===== src/rtl/gomoku_pkg.sv =====
// Shared constants and types for the gomoku board/display path.
// Geometry, colours, FSM states and turn encoding live here.
package gomoku_pkg;

   localparam int BOARD_N  = 7;
   localparam int SPRITE   = 15;
   localparam int PITCH    = 16;
   localparam int ORIGIN_X = 24;
   localparam int ORIGIN_Y = 4;

   localparam logic [2:0] BLACK_COL = 3'b000;
   localparam logic [2:0] WHITE_COL = 3'b111;

   typedef enum logic [2:0] {
      IDLE,
      CHECK,
      COMMIT,
      DRAW,
      DONE
   } state_t;

   typedef enum logic {
      BLACK = 1'b0,
      WHITE = 1'b1
   } turn_t;

   // Pixel origin of a cell along one axis
   function automatic logic [7:0] cell_org(
      input logic [2:0] c,
      input int         org
   );
      return 8'(org + PITCH * int'(c));
   endfunction

endpackage


===== src/rtl/stone_sprite_rom.sv =====
// Disc sprite for a placed stone: one 15-bit row per lookup.
// Bit (14-sx) of the row is pixel column sx.
module stone_sprite_rom
   import gomoku_pkg::*;
(
   input  logic [3:0]  row,
   output logic [14:0] mask
);

   // Row lookup of the disc shape
   always_comb begin
      mask = '0;
      unique case (row)
         4'd0:    mask = 15'h07C0;
         4'd1:    mask = 15'h1FF0;
         4'd2:    mask = 15'h3FF8;
         4'd3:    mask = 15'h7FFC;
         4'd4:    mask = 15'h7FFC;
         4'd5:    mask = 15'h7FFF;
         4'd6:    mask = 15'h7FFF;
         4'd7:    mask = 15'h7FFF;
         4'd8:    mask = 15'h7FFF;
         4'd9:    mask = 15'h7FFF;
         4'd10:   mask = 15'h7FFC;
         4'd11:   mask = 15'h7FFC;
         4'd12:   mask = 15'h3FF8;
         4'd13:   mask = 15'h1FF0;
         4'd14:   mask = 15'h07C0;
         default: mask = '0;
      endcase
   end

endmodule


===== src/rtl/stone_plotter.sv =====
// Validates a move, strobes the board load, draws the stone,
// then passes the turn to the other side.
module stone_plotter
   import gomoku_pkg::*;
(
   input  logic       CLOCK_50,
   input  logic       resetn,
   input  logic       req,
   input  logic [2:0] cur_x,
   input  logic [2:0] cur_y,
   input  logic       cell_occupied,
   input  logic [1:0] game_state,
   output logic [2:0] move_x,
   output logic [2:0] move_y,
   output logic       move_color,
   output logic       commit,
   output logic       busy,
   output logic       reject,
   output logic       done,
   output logic [7:0] vga_x,
   output logic [6:0] vga_y,
   output logic [2:0] vga_colour,
   output logic       plot
);

   localparam logic [3:0] LAST = 4'(SPRITE - 1);

   state_t      state, state_n;
   logic [3:0]  sx, sy, sx_n, sy_n;
   logic [3:0]  col_idx;
   logic [14:0] mask;
   logic        bad, last, rej_q;

   stone_sprite_rom u_rom (
      .row  (sy_n),
      .mask (mask)
   );

   assign bad = cell_occupied
             || (game_state != 2'd0)
             || (move_x >= 3'(BOARD_N))
             || (move_y >= 3'(BOARD_N));

   assign last    = (sx == LAST) && (sy == LAST);
   assign col_idx = LAST - sx_n;

   // State register
   always_ff @(posedge CLOCK_50) begin
      if (!resetn) state <= IDLE;
      else         state <= state_n;
   end

   // Next state and sprite scan order (row outer, column inner)
   always_comb begin
      state_n = state;
      sx_n    = sx;
      sy_n    = sy;
      unique case (state)
         IDLE:   if (req) state_n = CHECK;
         CHECK:  state_n = bad ? DONE : COMMIT;
         COMMIT: begin
            state_n = DRAW;
            sx_n    = '0;
            sy_n    = '0;
         end
         DRAW: begin
            if (last) begin
               state_n = DONE;
            end else if (sx == LAST) begin
               sx_n = '0;
               sy_n = sy + 4'd1;
            end else begin
               sx_n = sx + 4'd1;
            end
         end
         DONE:    state_n = IDLE;
         default: state_n = IDLE;
      endcase
   end

   // Registered outputs, move latch and turn hand-over
   always_ff @(posedge CLOCK_50) begin
      if (!resetn) begin
         move_x     <= 3'd3;
         move_y     <= 3'd3;
         move_color <= BLACK;
         commit     <= 1'b0;
         reject     <= 1'b0;
         done       <= 1'b0;
         busy       <= 1'b0;
         plot       <= 1'b0;
         vga_x      <= '0;
         vga_y      <= '0;
         vga_colour <= '0;
         sx         <= '0;
         sy         <= '0;
         rej_q      <= 1'b0;
      end else begin
         commit <= (state == CHECK) && !bad;
         reject <= (state == CHECK) && bad;
         done   <= (state == DRAW) && last;
         busy   <= (state_n != IDLE);
         plot   <= (state_n == DRAW) && mask[col_idx];
         sx     <= sx_n;
         sy     <= sy_n;
         if (state_n == DRAW) begin
            vga_x <= cell_org(move_x, ORIGIN_X)
                   + {4'b0, sx_n};
            vga_y <= 7'(cell_org(move_y, ORIGIN_Y)
                   + {4'b0, sy_n});
            vga_colour <= move_color ? WHITE_COL
                                     : BLACK_COL;
         end
         if ((state == IDLE) && req) begin
            move_x <= cur_x;
            move_y <= cur_y;
         end
         if (state == CHECK) rej_q <= bad;
         if ((state == DONE) && !rej_q)
            move_color <= ~move_color;
      end
   end

endmodule


===== config.mk =====
export PLATFORM = sky130hd
export DESIGN_NAME = stone_plotter
export DESIGN_NICKNAME = d
export VERILOG_FILES = /design/src/rtl/gomoku_pkg.sv /design/src/rtl/stone_sprite_rom.sv /design/src/rtl/stone_plotter.sv
export SDC_FILE = /design/constraint.sdc
export NUM_CORES = 1
export LEC_CHECK = 0
export CAP_MARGIN = 20
export CORE_MARGIN = 2
export CORE_UTILIZATION = 40
export CTS_CLUSTER_SIZE = 28
export DETAILED_ROUTE_END_ITERATION = 8
export GPL_ROUTABILITY_DRIVEN = 0
export PLACE_DENSITY = 0.75
export SYNTH_ARGS = -nofsm -noshare
export SYNTH_HDL_FRONTEND = slang
export SYNTH_SLANG_ARGS = --single-unit

===== constraint.sdc =====
create_clock -name CLOCK_50 -period 2.8 [get_ports CLOCK_50]
set_input_delay 0.28 -clock CLOCK_50 [delete_from_list [all_inputs] [get_ports CLOCK_50]]
set_output_delay 0.28 -clock CLOCK_50 [all_outputs]
set_load 0.02 [all_outputs]

==> flow_metrics.py <==
metrics = {
    "routing": {
        "drt-wirelength-per-cell_um": 13.68,
        "drtIter0Drc": 118,
        "route.antenna.remaining_nets": 0,
        "wl_mm": 4.885,
        "drc": 0,
        "route.vias.total": 1869,
        "viasPerCell": 5.235,
        "firstDrtPassIters": 4,
    },
    "pwr": {
        "p_leak_uw": 0.0009836,
        "swShare": 0.2470,
        "power_density_nw_per_um2": 426.6,
        "p_clk_frac": 0.352,
        "pwr-share-comb": 0.116,
        "ir_worst_vdd_uv": 402.1,
        "p_int_uw": 850.4,
        "p_seq_frac": 0.533,
        "p_switching_uw": 278.9,
    },
    "worst_setup_path": {
        "crit_type": "flip-flop to flip-flop",
        "crit_end": "plot$_SDFF_PN0_",
        "end_kind": "flip-flop",
        "r2r_end": "plot$_SDFF_PN0_",
        "cpPeakStageDelay_ps": 410,
        "r2r-start": "sx[0]$_SDFF_PN0_",
        "critPathLaunchType": "flip-flop",
        "startpoint": "sx[0]$_SDFF_PN0_",
        "crit_slowest_cell": "a2111oi_0",
        "ff2ff_setup_slack_ps": 230,
        "critical_path.top_delay_family": "compound AO/OA/AOI/OAI gates",
        "cp.arrival_ps": 2740,
        "cp_cell_sequence": "inv_1 -> ha_1 -> nand3_2 -> a2111oi_0 -> a211o_1 -> and2_1 -> o221ai_1 -> a221oi_1 -> a311oi_1",
        "cp_max_fo": 11,
        "cp_num_cells": 9,
        "worst-path-buf-inv": 1,
        "required_ps": 2960,
        "rr_worst_depth": 9,
    },
    "cts": {
        "cts_htree_levels": 2,
        "hold_buffers": 0,
        "cts.sinks": 40,
        "clock_path_buffers": 2,
        "numCtsBuffers": 5,
        "root_buffer": "clkbuf_8",
        "clk_latency_ps": 290,
        "cts_tree": "built",
        "path_clk_slew_ps": 70,
    },
    "sta": {
        "post-route-period-util": 0.9189,
        "period_minus_slack_ps": 2573,
        "setup_tns_ps": 0,
        "slew_headroom": 0.6771,
        "finalSetupViolations": 0,
        "maxSlewViolCount": 0,
        "finClkSkew_ps": 5.787,
        "timing.fmax_mhz": 388.7,
        "fin_hold_ws_ps": 468.7,
        "timing_hold_violations_final": 0,
        "rsz0062_at_grt": "false",
        "worst_pin_slew_ps": 482.8,
    },
    "die": {
        "io_pins": 42,
        "die_w_um": 75.73,
        "dieArea_sq_um": 5735,
        "std_cell_rows": 26,
        "start_util": 0.4082,
        "fp.dieH_um": 75.73,
        "core_sq_um": 5042,
    },
    "layout": {
        "regArea_sq_um": 802.0,
        "diodes": 0,
        "multiInputGateArea_sq_um": 1134,
        "drive_gt1_frac": 0.1010,
        "area_growth_pct": 28.63,
        "nets": 305,
        "fillers": 452,
        "fin_util": 0.5251,
    },
    "logic_synthesis": {
        "synthesis.nets": 262,
        "yosys-top-cells-area": "dfxtp_1 (39%), nor2_1 (5.8%), ha_1 (4.3%)",
        "synth_seq_cells": 40,
        "synth_edf_count": 0,
        "syn_area_per_cell_sq_um": 8.470,
        "yosys.area.top_type": "dfxtp_1",
        "synth_top_area_share": 0.3891,
        "synth_flop_cell": "dfxtp_1",
        "ys_seq_area_frac": 0.3891,
        "asyncSetResetFlopFracSynth": 0,
        "synthCells": 243,
        "yosys_warnings": 0,
        "synth_cell_type_count": 55,
        "synth_most_common_cell": "dfxtp_1",
        "syn-cell-area_sq_um": 2058,
        "yosys-top-cells-count": "dfxtp_1 (40), nor2_1 (32), nand2_1 (22)",
    },
    "outcome": {
        "run_status": "finished clean",
    },
    "global_routing": {
        "grt_max_degree": 21,
        "grt_overflow_total": 0,
        "antenna_found_initial": 0,
        "grt_pass1_vias": 1748,
        "grt_pass1_wl_mm": 7.976,
        "track_usage": 0.1849,
    },
    "place": {
        "dp_hpwl_mm": 3.572,
        "port-buffer-count": 41,
    },
    "worst_hold_path": {
        "hp-class": "flip-flop to flip-flop",
    },
    "job": {
        "maxCapViolCount": 0,
    },
}
==> power groups by stage <==
stage	logic, uW	clock network [uW]	registers [uW]
floorplan	59.0	0	626
global placement	129	0	615
detailed placement	130	0	615
CTS	131	408	602
global route	141	431	604
finish	131	397	602
==> metrics by stage <==
stage | power, uW | instances | worst slack (ps) | cell area (sq um)
3_3_place_gp | 743.8 | 348 | 320.2 | 2540
4_1_cts | 1140 | 356 | 186.8 | 2634
5_1_grt | 1176 | 357 | 34.69 | 2648
2_1_floorplan | 685.2 | 243 | 285.9 | 2058
6_report | 1129 | 357 | 227.1 | 2648
3_5_place_dp | 744.9 | 348 | 206.3 | 2540
==> cell type report <==
cell class,instances,share of cell area
Clock buffer,7,0.03261
Sequential cell,40,0.3029
Clock inverter,1,0.002836
Multi-Input combinational cell,177,0.4282
Inverter,10,0.01418
Timing Repair Buffer,52,0.1862
Tap cell,70,0.03308
==> worst min-delay path by stage <==
stage	from	to	slack [ps]	cells after the start
after global routing	vga_x[2]$_SDFFE_PN0N_	vga_x[2]$_SDFFE_PN0N_	500	2
final	vga_x[2]$_SDFFE_PN0N_	vga_x[2]$_SDFFE_PN0N_	470	2
after detailed placement	vga_y[3]$_SDFFE_PN0N_	vga_y[3]$_SDFFE_PN0N_	450	2
after CTS	vga_x[2]$_SDFFE_PN0N_	vga_x[2]$_SDFFE_PN0N_	470	2
after floorplan	cur_x[1]	move_x[1]$_SDFFE_PN1P_	410	2
after global placement	vga_y[3]$_SDFFE_PN0N_	vga_y[3]$_SDFFE_PN0N_	450	2
==> flip-flops by register name, summed over array words and instances (netlist names) <==
signal,flops
vga_x,8
vga_y,7
sx,4
sy,4
move_x,3
move_y,3
state,3
busy,1
commit,1
done,1
move_color,1
plot,1
rej_q,1
reject,1
vga_colour,1
==> layer usage <==
metal  global-route usage  wire (um)
met1               0.2366       2187
met2               0.2947       2243
met3              0.04894        377
met4              0.07797         77
met5                    0          0
==> cells by family (layout without fill, tap and decap cells) <==
logic type | Yosys count | count (layout) | synth area share
simple gates | 98 | 98 | 0.2444
compound gates | 57 | 57 | 0.1933
flops | 40 | 40 | 0.3891
buf+inv | 26 | 70 | 0.06262
xor+xnor | 9 | 9 | 0.03830
fa+ha+maj | 7 | 7 | 0.04255
mux | 6 | 6 | 0.02979
==> placed cells by master, fill, tap and decap left out, drive strengths merged, types with 2 or more instances in the layout <==
cell type	n
a21boi	2
nand2	22
a21oi	17
dfxtp	40
nor4	3
nand3	6
a31oi	3
nor3	8
mux2i	5
a211oi	6
or3	2
nand3b	4
a22oi	2
ha	7
xnor2	4
o21ai	11
o221ai	2
nor2	32
xor2	5
and3	3
clkdlybuf4s50	41
o211ai	2
nand2b	3
nor4b	2
nor3b	2
clkbuf	7
and2	7
inv	10
buf	11
==> worst register-to-register path, cell delays in order, from the launching register on <==
cell and delay (ps):
dfxtp_1 350, inv_1 70, ha_1 180, nand3_2 210, a2111oi_0 410, a211o_1 350, and2_1 290, o221ai_1 150
a221oi_1 340, a311oi_1 90
==> timing repair <==
action | 4_1_cts | 5_1_grt
resized for setup | 0 | 3
hold endpoints to repair | 0 | 0
setup buffers | 0 | 1
endpoints found under the setup margin | 0 | 1
(Power assumes the default switching activity.)
